===== src/rtl/lane_frame_scheduler_pkg.sv =====
// Shared display constants, FSM state type and the tile
// bit indexing helper for the lane frame scheduler.
package lane_frame_scheduler_pkg;

  localparam int ROWS          = 120;
  localparam int LANE_W        = 8;
  localparam int LANES         = 3;
  localparam int PIX_PER_FRAME = LANES * ROWS * LANE_W;

  localparam logic [7:0] LANE_X0_DEF = 8'd50;
  localparam logic [7:0] LANE_X1_DEF = 8'd76;
  localparam logic [7:0] LANE_X2_DEF = 8'd102;
  localparam logic [2:0] FG_DEF      = 3'b100;
  localparam logic [2:0] BG_DEF      = 3'b000;

  typedef enum logic [1:0] {
    IDLE,
    DRAW,
    DONE
  } state_t;

  function automatic logic [8:0] pix_idx(
    input logic [1:0] l,
    input logic [6:0] r
  );
    return 9'(l) * 9'(ROWS) + 9'(r);
  endfunction

endpackage


===== src/rtl/lane_frame_scheduler_counter.sv =====
// Column-fastest pixel walker over lanes, rows and the
// eight columns of each lane.
module lane_pixel_counter
  import lane_frame_scheduler_pkg::*;
(
  input  logic       clock,
  input  logic       resetn,
  input  logic       clear,
  input  logic       advance,
  output logic [1:0] lane,
  output logic [6:0] row,
  output logic [2:0] col,
  output logic       last
);

  logic col_end;
  logic row_end;

  assign col_end = (col == 3'(LANE_W - 1));
  assign row_end = (row == 7'(ROWS - 1));
  assign last    = col_end && row_end &&
                   (lane == 2'(LANES - 1));

  always_ff @(posedge clock or negedge resetn) begin
    if (!resetn) begin
      lane <= '0;
      row  <= '0;
      col  <= '0;
    end else if (clear) begin
      lane <= '0;
      row  <= '0;
      col  <= '0;
    end else if (advance) begin
      col <= col + 3'd1;
      if (col_end) begin
        row <= row_end ? '0 : row + 7'd1;
        if (row_end)
          lane <= last ? '0 : lane + 2'd1;
      end
    end
  end

endmodule


===== src/rtl/lane_frame_scheduler.sv =====
// Redraws three 8-pixel-wide tile lanes from a snapshot of
// lane_data, one pixel per clock, on each accepted tick.
module lane_frame_scheduler
  import lane_frame_scheduler_pkg::*;
#(
  parameter logic [7:0] LANE_X0 = LANE_X0_DEF,
  parameter logic [7:0] LANE_X1 = LANE_X1_DEF,
  parameter logic [7:0] LANE_X2 = LANE_X2_DEF,
  parameter logic [2:0] FG      = FG_DEF,
  parameter logic [2:0] BG      = BG_DEF
)
(
  input  logic         clock,
  input  logic         resetn,
  input  logic         frame_tick,
  input  logic         enable,
  input  logic [359:0] lane_data,
  output logic [7:0]   x,
  output logic [6:0]   y,
  output logic [2:0]   colour,
  output logic         plot,
  output logic         busy,
  output logic         frame_done,
  output logic         overrun
);

  state_t       state;
  logic [359:0] snap;
  logic         tail;
  logic         accept;
  logic         stepping;
  logic [1:0]   lane;
  logic [6:0]   row;
  logic [2:0]   col;
  logic         last;
  logic [7:0]   base;

  assign accept   = frame_tick && enable &&
                    (state != DRAW);
  assign stepping = (state == DRAW) && enable && !tail;
  assign busy     = (state == DRAW);

  lane_pixel_counter u_cnt (
    .clock   (clock),
    .resetn  (resetn),
    .clear   (accept),
    .advance (stepping),
    .lane    (lane),
    .row     (row),
    .col     (col),
    .last    (last)
  );

  always_comb begin
    base = LANE_X2;
    unique case (1'b1)
      (lane == 2'd0): base = LANE_X0;
      (lane == 2'd1): base = LANE_X1;
      default:        base = LANE_X2;
    endcase
  end

  // tail marks the one idle DRAW cycle after the terminal pixel
  always_ff @(posedge clock or negedge resetn) begin
    if (!resetn) begin
      state      <= IDLE;
      snap       <= '0;
      tail       <= 1'b0;
      x          <= '0;
      y          <= '0;
      colour     <= '0;
      plot       <= 1'b0;
      frame_done <= 1'b0;
      overrun    <= 1'b0;
    end else begin
      plot       <= 1'b0;
      frame_done <= 1'b0;
      if (frame_tick && state == DRAW)
        overrun <= 1'b1;
      unique case (state)
        IDLE, DONE: begin
          if (accept) begin
            snap  <= lane_data;
            tail  <= 1'b0;
            state <= DRAW;
          end else begin
            state <= IDLE;
          end
        end
        DRAW: begin
          if (!enable) begin
            state <= IDLE;
          end else if (tail) begin
            frame_done <= 1'b1;
            state      <= DONE;
          end else begin
            plot   <= 1'b1;
            x      <= base + 8'(col);
            y      <= row;
            colour <= snap[pix_idx(lane, row)] ? FG : BG;
            tail   <= last;
          end
        end
        default: state <= IDLE;
      endcase
    end
  end

endmodule


===== config.mk =====
export PLATFORM = sky130hd
export DESIGN_NAME = lane_frame_scheduler
export DESIGN_NICKNAME = d
export VERILOG_FILES = /design/src/rtl/lane_frame_scheduler_pkg.sv /design/src/rtl/lane_frame_scheduler_counter.sv /design/src/rtl/lane_frame_scheduler.sv
export SDC_FILE = /design/constraint.sdc
export NUM_CORES = 1
export LEC_CHECK = 0
export ABC_CLOCK_PERIOD_IN_PS = 3550
export BUFFER_PORTS_ARGS = -buffer_cell sky130_fd_sc_hd__buf_2
export CAP_MARGIN = 20
export CORE_ASPECT_RATIO = 1.1
export CORE_MARGIN = 1
export CORE_UTILIZATION = 45
export DETAILED_ROUTE_END_ITERATION = 12
export GPL_ROUTABILITY_DRIVEN = 0
export PLACE_DENSITY = 0.73
export SYNTH_ARGS = -nofsm -noshare
export SYNTH_HDL_FRONTEND = slang
export SYNTH_SLANG_ARGS = --single-unit

===== constraint.sdc =====
create_clock -name clock -period 3.55 [get_ports clock]
set_input_delay 1.065 -clock clock [delete_from_list [all_inputs] [get_ports clock]]
set_output_delay 1.065 -clock clock [all_outputs]
set_load 0.005 [all_outputs]

==> flow_summary.ini <==
[cts]
cts_tree = done
cts_hold_buf = 0
cts_max_level = 2
clk_pin_slew_ps = 60
cts_sinks = 394
cts_setup_buffers = 0
root_buffer = clkbuf_16
cts_resized = 0
clkLatencyLatePin_ps = 560
numCtsBuffers = 42
ctsLongestPathBuffers = 3

[power]
p_switching_w = 0.00331
internal-power_w = 0.00889
power_frac_comb_pct = 15.5
ir_drop_mv = 0.347
power.leakage_nw = 11.7
p_seq_share_pct = 47.6
p_per_area_nw_per_um2 = 549
p_sw_share_pct = 27.1
power_frac_clock_pct = 36.9

[drt]
wl_per_cell_um = 18.4
drt_drc_violations_left = 0
dr.pass1.iters = 5
vias = 14944
ant_nets = 0
drt-initial-drc-count = 976
wl_mm = 52.0
via_per_inst = 5.28

[synthesis]
yosysTopAreaCellShare_pct = 54.3
syn_area_per_cell_um2 = 9.36
postSynth.topFlopCell = dfrtp_1
ys_seq_area_share_pct = 54.3
netlist_area_um2 = 18200
ys_ff_latch = 394
yosys.area.top_type = dfrtp_1
ys_top_cells_by_count = 1141 x nand2_1, 394 x dfrtp_1, 91 x clkbuf_1
ys_async_sr_fraction_pct = 100
yosysUniqueCellTypes = 55
synth.most_common_cell = nand2_1
synth.area.top_cells = dfrtp_1 54%, nand2_1 24%, mux4_2 11%, clkbuf_1 1.9%, ha_1 1.1%
synth-edff-count = 0
yosysWarningCount = 0
syn_inst = 1941

[critical_path]
crit_chain = ha_1 > buf_4 > nor2b_2 > a22oi_1 > a21oi_1 > o21ai_0 > a211o_1 > o211ai_1
rr_endpoint = colour[2]$_DFFE_PN0P_
critPathCaptureType = register
cpPeakStageDelay_ps = 880
rrSetupSlack_ps = 280
critical_path_class = reg2reg
cp_slowest_cell = nor2b_2
crit_fanout = 14
r2r-start = u_cnt.row[3]$_DFFE_PN0P_
arrival_ps = 3740
reg2reg_depth = 8
required_ps = 4020
cp-start-kind = register

[cells_and_area]
n_fill_cell = 3442
utilization_pct = 56.2
areaGrowthSynthToFinish_pct = 22.1
drive_above_1_share_pct = 25.5
fin_cells = 2832
nNetsFinal = 2674

[timing]
finalSetupViolCount = 0
fin_skew_ps = 14.1
rsz0062_at_grt = false
max_slew_margin_pct = 29.4
fin_crit_sh_pct = 92.2
period_needed_ps = 3270
hold_violations = 0
fmax_ghz = 0.306
tns_ps = 0
report.final.slew_viol_count = 0
tightest_slew_ps = 1050

[grt]
grt_pass1_wl_mm = 81.3
groute.usage.overall_pct = 25.6
grt-ovfl-total = 0
antenna_found_initial = 1
grt_max_degree = 95
grt_pass1_vias = 15239

[floorplan]
io_pins = 386
dieWidth_um = 194
dieArea_um2 = 41200
rows = 76
core_area_um2 = 39500
start_util_pct = 46.0
die_y_um = 213

[hold_path]
hold_path_depth = 1
holdCritPathClass = reg2reg
hold_path_startpoint = overrun$_DFFE_PN0P_
hold_end = overrun$_DFFE_PN0P_

[job]
max-cap-violations = 0

[placed_design]
dp_cells = 2755
hpwl_mm = 37.4
io_buffers = 383

[run_status]
outcome = complete, no violations
[logic make-up after synthesis]
group,synth area share [%]
flops,54.3
simple gates,25.4
fa+ha+maj,1.32
compound gates,3.06
buf+inv,3.24
mux,12.3
xor+xnor,0.386
other cells,0.0206
[critical path: cells and delay by family, from the launching register on]
kind                     cells  cell delay [ps]
adder cells (fa/ha/maj)      1              340
flip-flops                   1              460
AND/OR/NAND/NOR              1              880
AO/OA/AOI/OAI                5             1280
buffers and inverters        1              230
[metrics by stage]
step                      cell area [um^2]  hold slack, ps  power, W  setup WS [ps]
after floorplan                      18200             437   0.00688            839
after global placement               20800             445   0.00765            385
after detailed placement             20800             447   0.00775            419
after CTS                            22200             461    0.0123            399
after global routing                 22200             484    0.0128            234
final                                22200             456    0.0122            277
[registers in the layout (all words and copies together) (netlist names)]
signal,cells
state,2
u_cnt.col,3
u_cnt.lane,2
tail,1
overrun,1
y,7
colour,1
x,8
frame_done,1
snap,360
u_cnt.row,7
plot,1
[cell usage in the layout, fill, tap and decap left out, drive strengths merged, types with 8 or more instances in the layout]
| cell | synthesis | final |
|---|---|---|
| nand2 | 1141 | 1141 |
| buf | 28 | 425 |
| dfrtp | 394 | 394 |
| mux4 | 91 | 91 |
| clkbuf | 91 | 60 |
| a21oi | 20 | 20 |
| a22oi | 19 | 19 |
| ha | 16 | 16 |
| o21ai | 16 | 16 |
| nor2 | 16 | 16 |
| mux2i | 14 | 14 |
| clkinv | 2 | 13 |
| nand3 | 8 | 8 |
| inv | 8 | 8 |
[metal layers]
| layer | vias to the layer above | routed length (um) | track usage, % |
|---|---|---|---|
| met2 | 618 | 24800 | 41.5 |
| met1 | 7230 | 21200 | 33.0 |
| met3 | 138 | 3620 | 4.79 |
| met5 | - | 0 | 0 |
| li1 | 6958 | - | - |
| met4 | 0 | 2350 | 13.3 |
[cell type report]
| type | count | area (um^2) | area share [%] |
|---|---|---|---|
| Antenna cell | 2 | 5.00 | 0.0226 |
| Clock buffer | 60 | 1260 | 5.69 |
| Clock inverter | 15 | 160 | 0.722 |
| Inverter | 10 | 37.5 | 0.169 |
| Multi-Input combinational cell | 1419 | 7740 | 34.9 |
| Sequential cell | 394 | 9870 | 44.5 |
| Tap cell | 507 | 634 | 2.86 |
| Timing Repair Buffer | 425 | 2480 | 11.2 |
[how the worst max path moves through the flow]
stage | to | cells after the start | startpoint
2_1_floorplan | colour[2]$_DFFE_PN0P_ | 10 | u_cnt.lane[0]$_DFFE_PN0P_
3_5_place_dp | colour[2]$_DFFE_PN0P_ | 8 | u_cnt.row[3]$_DFFE_PN0P_
5_1_grt | colour[2]$_DFFE_PN0P_ | 10 | u_cnt.lane[0]$_DFFE_PN0P_
3_3_place_gp | colour[2]$_DFFE_PN0P_ | 8 | u_cnt.lane[0]$_DFFE_PN0P_
6_report | colour[2]$_DFFE_PN0P_ | 8 | u_cnt.row[3]$_DFFE_PN0P_
4_1_cts | colour[2]$_DFFE_PN0P_ | 8 | u_cnt.row[3]$_DFFE_PN0P_
[power groups by stage]
stage | clock, W | combinational (W) | sequential [W]
6_report | 0.00451 | 0.00189 | 0.00580
3_5_place_dp | 0 | 0.00189 | 0.00586
4_1_cts | 0.00459 | 0.00191 | 0.00579
2_1_floorplan | 0 | 0.00120 | 0.00568
5_1_grt | 0.00477 | 0.00214 | 0.00588
3_3_place_gp | 0 | 0.00182 | 0.00583
Note: power is estimated with default switching activity, not from simulation.
